### src/rtl/accum_bank_ctrl_pkg.sv
// Shared constants for the accumulator bank controller: FSM state encodings,
// accumulator width and the default bank depth.
package accum_bank_ctrl_pkg;

  localparam int ACC_WIDTH          = 32;
  localparam int ACC_DEPTH_LOG2_DEF = 8;

  localparam logic [1:0] ACC_ST_IDLE  = 2'd0;
  localparam logic [1:0] ACC_ST_ACCUM = 2'd1;
  localparam logic [1:0] ACC_ST_DRAIN = 2'd2;
  localparam logic [1:0] ACC_ST_FIN   = 2'd3;

endpackage

### src/rtl/accum_bank_ctrl.sv
// Sequences the column accumulator banks for one GEMM output tile: K passes of
// overwrite/accumulate writes, then a valid/ready drain. Optional ACC_CTRL_PERF_EN adds a stall counter.
module accum_bank_ctrl
  import accum_bank_ctrl_pkg::*;
#(
  parameter int DEPTH_LOG2 = ACC_DEPTH_LOG2_DEF,
  parameter int KT_W       = 8,
  parameter int PERF_W     = 32
) (
  input  logic                  clk,
  input  logic                  rst_n,
  input  logic                  start,
  input  logic [DEPTH_LOG2:0]   cfg_rows,
  input  logic [KT_W-1:0]       cfg_k_tiles,
  input  logic                  psum_valid,
  output logic [DEPTH_LOG2-1:0] bank_addr,
  output logic                  bank_wr_en,
  output logic                  bank_acc_mode,
  output logic                  drain_valid,
  input  logic                  drain_ready,
  output logic                  drain_last,
  output logic                  busy,
  output logic                  done,
  output logic                  cfg_err,
  output logic                  psum_err
`ifdef ACC_CTRL_PERF_EN
  ,
  output logic [PERF_W-1:0]     perf_stall_cnt
`endif
);

  localparam int RW = DEPTH_LOG2 + 1;
  localparam logic [RW-1:0] MAX_ROWS = {1'b1, {DEPTH_LOG2{1'b0}}};

  logic [1:0]            state_q, state_d;
  logic [DEPTH_LOG2-1:0] row_cnt_q, row_cnt_d;
  logic [KT_W-1:0]       kt_cnt_q, kt_cnt_d;
  logic [RW-1:0]         rows_q, rows_d;
  logic [KT_W-1:0]       k_tiles_q, k_tiles_d;
  logic                  cfg_err_q, cfg_err_d;
  logic                  psum_err_q, psum_err_d;

  logic cfg_bad, start_ok, row_last, kt_last;

  assign cfg_bad  = (cfg_rows == '0) || (cfg_rows > MAX_ROWS) || (cfg_k_tiles == '0);
  assign start_ok = (state_q == ACC_ST_IDLE) && start && !cfg_bad;
  // Wrap is found by comparing against the latched row count, never by counter overflow.
  assign row_last = ({1'b0, row_cnt_q} == (rows_q - RW'(1)));
  assign kt_last  = (kt_cnt_q == (k_tiles_q - KT_W'(1)));

  always_comb begin
    state_d    = state_q;
    row_cnt_d  = row_cnt_q;
    kt_cnt_d   = kt_cnt_q;
    rows_d     = rows_q;
    k_tiles_d  = k_tiles_q;
    cfg_err_d  = cfg_err_q;
    psum_err_d = psum_err_q;
    case (state_q)
      ACC_ST_IDLE: begin
        if (start) begin
          if (cfg_bad) begin
            cfg_err_d = 1'b1;
            state_d   = ACC_ST_FIN;
          end else begin
            rows_d     = cfg_rows;
            k_tiles_d  = cfg_k_tiles;
            cfg_err_d  = 1'b0;
            psum_err_d = 1'b0;
            row_cnt_d  = '0;
            kt_cnt_d   = '0;
            state_d    = ACC_ST_ACCUM;
          end
        end
      end
      ACC_ST_ACCUM: begin
        if (psum_valid) begin
          if (row_last) begin
            row_cnt_d = '0;
            if (kt_last) state_d = ACC_ST_DRAIN;
            else         kt_cnt_d = kt_cnt_q + KT_W'(1);
          end else begin
            row_cnt_d = row_cnt_q + DEPTH_LOG2'(1);
          end
        end
      end
      ACC_ST_DRAIN: begin
        if (drain_ready) begin
          if (row_last) begin
            row_cnt_d = '0;
            state_d   = ACC_ST_FIN;
          end else begin
            row_cnt_d = row_cnt_q + DEPTH_LOG2'(1);
          end
        end
      end
      ACC_ST_FIN: state_d = ACC_ST_IDLE;
      default:    state_d = ACC_ST_IDLE;
    endcase
    if (psum_valid && (state_q != ACC_ST_ACCUM)) psum_err_d = 1'b1;
  end

  always_ff @(posedge clk or negedge rst_n) begin
    if (!rst_n) begin
      state_q    <= ACC_ST_IDLE;
      row_cnt_q  <= '0;
      kt_cnt_q   <= '0;
      rows_q     <= '0;
      k_tiles_q  <= '0;
      cfg_err_q  <= 1'b0;
      psum_err_q <= 1'b0;
    end else begin
      state_q    <= state_d;
      row_cnt_q  <= row_cnt_d;
      kt_cnt_q   <= kt_cnt_d;
      rows_q     <= rows_d;
      k_tiles_q  <= k_tiles_d;
      cfg_err_q  <= cfg_err_d;
      psum_err_q <= psum_err_d;
    end
  end

  assign bank_addr     = row_cnt_q;
  assign bank_wr_en    = (state_q == ACC_ST_ACCUM) && psum_valid;
  assign bank_acc_mode = (state_q == ACC_ST_ACCUM) && (kt_cnt_q != '0);
  assign drain_valid   = (state_q == ACC_ST_DRAIN);
  assign drain_last    = drain_valid && row_last;
  assign busy          = (state_q != ACC_ST_IDLE);
  assign done          = (state_q == ACC_ST_FIN);
  assign cfg_err       = cfg_err_q;
  assign psum_err      = psum_err_q;

`ifdef ACC_CTRL_PERF_EN
  logic [PERF_W-1:0] perf_q;

  always_ff @(posedge clk or negedge rst_n) begin
    if (!rst_n) begin
      perf_q <= '0;
    end else if (start_ok) begin
      perf_q <= '0;
    end else if (drain_valid && !drain_ready && (perf_q != '1)) begin
      perf_q <= perf_q + PERF_W'(1);
    end
  end

  assign perf_stall_cnt = perf_q;
`endif

endmodule
### config.mk
export PLATFORM = sky130hd
export DESIGN_NAME = accum_bank_ctrl
export DESIGN_NICKNAME = d
export VERILOG_FILES = /design/src/rtl/accum_bank_ctrl_pkg.sv /design/src/rtl/accum_bank_ctrl.sv
export SDC_FILE = /design/constraint.sdc
export NUM_CORES = 1
export LEC_CHECK = 0
export CAP_MARGIN = 40
export CORE_MARGIN = 5
export CORE_UTILIZATION = 50
export DETAILED_ROUTE_END_ITERATION = 10
export PLACE_DENSITY_LB_ADDON = 0.08
export SLEW_MARGIN = 20
export SYNTH_ARGS = -nofsm -noshare
export SYNTH_HDL_FRONTEND = slang
export SYNTH_SLANG_ARGS = --single-unit
export TNS_END_PERCENT = 10
### constraint.sdc
create_clock -name clk -period 4.3 [get_ports clk]
set_input_delay 0.86 -clock clk [delete_from_list [all_inputs] [get_ports clk]]
set_output_delay 0.86 -clock clk [all_outputs]
set_load 0.01 [all_outputs]
### After elaboration in Yosys (flattened, before gate mapping)

Index checks and enable logic that the tools add are counted.

| word-level totals | value |
|---|---|
| register bits | 37 |
| bits of input ports | 22 |
| word-level logic and storage cells | 72 |

| operators by class | value |
|---|---|
| add/subtract/negate cells | 4 |
| magnitude comparators | 1 |
| equal/unequal tests | 15 |
| muxes and demuxes | 23 |
| bitwise gates (word level) | 1 |
| reductions and logical operators | 21 |

Operators by type and width:

| operator | count |
|---|---|
| $mux W8 | 8 |
| $pmux W8 S3 | 1 |
| $add A8 B1 Y8 const B | 2 |
| $pmux W8 S2 | 1 |
| $mux W2 | 7 |
| $ne A2 B2 Y1 const B | 6 |
| $reduce_and A6 Y1 | 2 |
| $eq A8 B9 Y1 | 1 |
| $gt A9 B9 Y1 const B | 1 |
| $logic_not A9 Y1 | 1 |
| $sub A9 B1 Y9 const B | 1 |
| $eq A8 B8 Y1 | 1 |
| $logic_not A8 Y1 | 1 |
| $ne A2 B1 Y1 const B | 4 |
| $pmux W2 S4 | 1 |
| $reduce_bool A2 Y1 | 4 |
| $reduce_bool A8 Y1 | 1 |
| $sub A8 B1 Y8 const B | 1 |
| $reduce_and A3 Y1 | 2 |
| $mux W1 | 5 |
| $reduce_and A5 Y1 | 1 |
| $eq A2 B2 Y1 const B | 2 |
| $logic_and A1 B1 Y1 | 4 |
| $reduce_bool A3 Y1 | 1 |
| 5 further kinds | 6 |

### Logic depth before layout (Yosys ltp)

| logic depth | value |
|---|---|
| depth in word-level cells | 7 |
| mapped depth | 10 |
| depth with buffers taken out | 9 |

### Worst setup path after synthesis

OpenSTA, ideal clock, no wires.

| path | value |
|---|---|
| path type | input-to-reg |
| start point | input port cfg_rows[7] |
| end point | register k_tiles_q[7] |
| library setup time | 125 ps |
| arrival time | 2,923 ps |
| required time | 4,175 ps |
| setup slack | 1,252 ps |
| cell stages on the path | 6 |
| buffers on the path | 2 |
| path through | or4_1 o21ai_0 and4b_1 clkbuf_1 clkbuf_1 mux2_2 |

| on the way | value |
|---|---|
| longest elaborated chain between the ends | 5 |
| elaborated cells on any way between the ends | 6 |
| those cells by class | 1 x order compare; 1 x bitwise; 4 x reduce/logical |

Ends and longest elaborated chain:

| item | RTL line | text |
|---|---|---|
| start: declaration | accum_bank_ctrl.sv:13 | `input logic [DEPTH_LOG2:0] cfg_rows,` |
| $gt A9 B9 Y1 / $logic_not A9 Y1 (equally long branches) | accum_bank_ctrl.sv:45 | `assign cfg_bad = (cfg_rows == '0) \|\| (cfg_rows > MAX_ROWS) \|\| (cfg_k_tiles == '0);` |
| $logic_or A1 B1 Y1 * (2 in a row) | accum_bank_ctrl.sv:45 |  |
| $not A1 Y1 (no source line) * | n/a |  |
| $reduce_and A3 Y1 (no source line) * | n/a |  |
| end signal: assignment | accum_bank_ctrl.sv:117 | `k_tiles_q <= k_tiles_d;` |
| end: declaration | accum_bank_ctrl.sv:39 | `logic [KT_W-1:0] k_tiles_q, k_tiles_d;` |

Every way passes the cells marked *; elsewhere a longest branch is shown, timed or not.
A chain may end at the register's enable or synchronous reset.

### Worst setup path after layout

| path | value |
|---|---|
| start point | register rows_q[0] |
| end point | output port drain_last |

| on the way | value |
|---|---|
| longest elaborated chain between the ends | 3 |

Ends and longest elaborated chain:

| item | RTL line | text |
|---|---|---|
| start: declaration | accum_bank_ctrl.sv:38 | `logic [RW-1:0] rows_q, rows_d;` |
| start signal: assignment | accum_bank_ctrl.sv:116 | `rows_q <= rows_d;` |
| $sub A9 B1 Y9 | accum_bank_ctrl.sv:48 | `assign row_last = ({1'b0, row_cnt_q} == (rows_q - RW'(1)));` |
| $eq A8 B9 Y1 | accum_bank_ctrl.sv:48 |  |
| $logic_and A1 B1 Y1 | accum_bank_ctrl.sv:127 | `assign drain_last = drain_valid && row_last;` |
| end: declaration | accum_bank_ctrl.sv:21 | `output logic drain_last,` |

Every way passes these cells.

==> results.md <==
* Status: finished, final reports clean
* CTS H-tree depth at 2
* Syn Nets at 329
* Fill cells at 445
* Worst-path clk slew at 0.08 ns
* IR Drop Worst-Case VDD at 0.402 mV
* CTS max path bufs at 2
* Pre-Repair DR Iteration Count at 4
* Synth top area cells: dfrtp_1, mux2_2, ha_1
* Post-CTS setup buffers at 0
* Worst Hold Class: input port to asynchronous set/reset pin
* Largest net degree at the start of global routing at 25
* Wirelength per Cell at 15.9 um
* Top cell type by total area after synthesis: dfrtp_1
* Prevailing post-synth register cell: dfrtp_1
* Final WS setup at 0.393 ns
* Flops & latches, synth at 37
* Final Hold Fails at 0
* Clk_lat worst skew at 0.29 ns
* Pwr Density at 640 nW/um^2
* Synthesized area per cell at 8.89 sq um
* Slowest cell delay on critical path at 0.54 ns
* Core Box Area at 5110 sq um
* Post-synth EDFFs at 0
* Total power at 2.03 mW
* Crit path time final at 3.91 ns
* Final HPWL DP at 4940 um
* Initial antenna violation count at 0
* Non-Filler Instances at 404
* YS warnings at 0
* Final ANT Viol Nets at 0
* DIE WIDTH at 82.7 um
* Crit-path leading delay family: buffers and inverters
* Buf+Inv Stages, Crit Path at 3
* Area Overhead vs Synth at 20.2%
* CP cell instances: inv_1 -> ha_1 -> or4bb_1 -> nand2_1 -> o31ai_1 -> a2111oi_4 -> buf_4 -> and3_1 -> clkdlybuf4s50_1
* Number of primary I/O pins at 38
* First-pass GRT wire length at 10,700 um
* Highest clock rate at 0.256 GHz
* Ys async rst share at 100%
* Gr ovfl total at 0
* Switching Share at 45.1%
* Sequential power share at 32.8%
* CP max-delay cell: clkdlybuf4s50_1
* Number of global-route vias before repair at 2,280
* Routability cong. at 0.855
* First DRT Iteration DRCs at 114
* Setup WS pre-CTS at 0.697 ns
* Arr. time, crit path at 3.05 ns
* Fin. max-slew vios at 0
* Resized cells post-CTS at 0
* TritonCTS clock tree: yes
* Req. time, crit path at 3.44 ns
* Post-CTS Hold Buffers at 0
* Power share of the clock group at 11.8%
* Fraction of synthesized cell area taken by the top area cell type at 35.1%
* Cell Rows at 26
* DRC viols at 0
* Switching power at 0.915 mW
* Initial Util at 51.7%
* Sink Count at 37
* Share of layout cells above drive strength 1 at 9.88%
* CTS root buf: clkbuf_8
* Hold Slack at 0.463 ns
* Via/cell ratio at 5.68
* Total negative slack at 0 ns
* Crit. End Element: primary output
* Slew HR at 61.4%
* Critical path class: flop to primary output
* Skew final at 0.00980 ns
* Global-route usage over all layers at 20.3%
* Critical Path Start Type: flop
* Post-synth cell types at 55
* Slew @ Worst Pin at 0.573 ns
* Period utilisation layout at 90.9%
* Setup Viol. Count Final at 0
* RSZ-0062 raised after global routing: no
* Leak at 1.29 nW
* Antenna diode count at 0
* Die ar. at 6830 sq um
* Crit-path max FO at 10
* Total number of vias at 2,296
* Post-synthesis sequential area ratio at 35.1%
* WL final at 6440 um
* # nets final at 365
* Die Ht at 82.7 um
* MaxCap Viol Count at 0
* Combinational power share at 55.4%
* Cells after Synth at 297
* Post-Syn Area at 2640 sq um
* Total CTS buffers at 5
* Internal power at 1.12 mW
* PortBufs at 37
* Placed cell count at 396
[cell usage in the layout (no fill, tap or decap), types with 2 or more instances in the layout]
master / Yosys / routed
or3_1: 7 / 7
inv_1: 21 / 21
nor2_1: 15 / 15
and3_1: 5 / 5
a41oi_1: 3 / 3
xnor2_1: 7 / 7
mux2_2: 15 / 15
ha_1: 10 / 10
and2_1: 5 / 5
nor3_1: 8 / 8
nand3b_1: 3 / 3
a211oi_1: 6 / 6
nor2b_1: 2 / 2
a21oi_1: 10 / 10
nand2b_1: 3 / 3
nand4_1: 7 / 7
nor4_1: 4 / 4
buf_4: 0 / 3
mux2i_1: 4 / 4
a21o_1: 4 / 4
clkdlybuf4s50_1: 0 / 36
clkinv_2: 0 / 2
o21bai_1: 2 / 2
clkbuf_8: 0 / 5
o211ai_1: 2 / 2
nand2_1: 28 / 28
dfrtp_1: 37 / 37
or4_1: 4 / 4
nand3_1: 8 / 8
o21ai_0: 18 / 18
nor3b_1: 2 / 2
o31ai_1: 8 / 8
xor2_1: 11 / 11
o22ai_1: 2 / 2
[power by group through the flow]
stage	combinational [mW]	clock, mW	sequential [mW]
global route	1.26	0.261	0.690
floorplan	0.849	0	0.607
global placement	1.10	0	0.666
finish	1.13	0.240	0.666
detailed placement	1.12	0	0.670
CTS	1.13	0.248	0.664
[sequential cells by signal, summed over array words and instances (netlist names)]
register and count:
bank_addr 8, cfg_err 1, k_tiles_q 8, kt_cnt_q 8
psum_err 1, rows_q 9, state_q 2
[path summary, 6_finish.rpt]
kind | start | end | slack [ns] | cells past startpoint
max | rows_q[0]$_DFFE_PN0P_ | drain_last | 0.39 | 9
min | rst_n | kt_cnt_q[5]$_DFFE_PN0P_ | 0.46 | 1
max reg2reg | rows_q[3]$_DFFE_PN0P_ | bank_addr[3]$_DFFE_PN0P_ | 1.30 | 7
min reg2reg | cfg_err$_DFFE_PN0P_ | cfg_err$_DFFE_PN0P_ | 0.51 | 2
max in group asynchronous | rst_n | bank_addr[6]$_DFFE_PN0P_ | 3.38 | 2
min in group clk | cfg_err$_DFFE_PN0P_ | cfg_err$_DFFE_PN0P_ | 0.51 | 2
[cell usage after synthesis, types with 2 or more instances]
library cell,count
a21oi_1,10
clkbuf_1,12
o31ai_1,8
dfrtp_1,37
nand2_1,28
xor2_1,11
a21o_1,4
o21bai_1,2
xnor2_1,7
nor3_1,8
nand3b_1,3
inv_1,21
or3_1,7
mux2_2,15
and3_1,5
and2_1,5
o211ai_1,2
nor2b_1,2
or4_1,4
a211oi_1,6
o22ai_1,2
nor2_1,15
ha_1,10
nand4_1,7
nor4_1,4
nand3_1,8
a41oi_1,3
nand2b_1,3
nor3b_1,2
mux2i_1,4
o21ai_0,18
[through the flow]
| step | util (%) | instance area [sq um] |
|---|---|---|
| 3_5_place_dp | 60.5 | 3090 |
| 6_report | 62.1 | 3170 |
| 5_1_grt | 62.1 | 3170 |
| 3_3_place_gp | 60.1 | 3070 |
| 4_1_cts | 62.1 | 3170 |
| 2_1_floorplan | - | 2640 |
[metal layers]
metal  vias to the layer above  track usage [%]  share of wire, %
met5                         -                0                 0
met4                         0             4.41              0.68
met3                         4             4.66               3.9
met2                        43             33.8                48
met1                      1093             26.7                48
li1                       1156                -                 -
[area by class of cell]
cell class	instances	area, sq um	area share [%]
well taps	70	87.6	2.76
clock inverters	2	10.0	0.315
inverters	22	82.6	2.60
multi-input cells	226	1590	50.0
clock buffers	6	72.6	2.29
repair buffers	41	408	12.9
flip-flops and latches	37	926	29.2
[kinds of logic (layout without fill, tap and decap cells)]
| family | after synthesis | count (layout) | synth area share, % |
|---|---|---|---|
| buffers and inverters | 34 | 71 | 4.83 |
| XOR/XNOR | 18 | 18 | 5.97 |
| AND/OR/NAND/NOR | 109 | 109 | 22.3 |
| adder cells (fa/ha/maj) | 10 | 10 | 4.74 |
| flip-flops | 37 | 37 | 35.1 |
| AO/OA/AOI/OAI | 69 | 69 | 18.6 |
| multiplexers | 20 | 20 | 8.48 |
(Power assumes the default switching activity.)
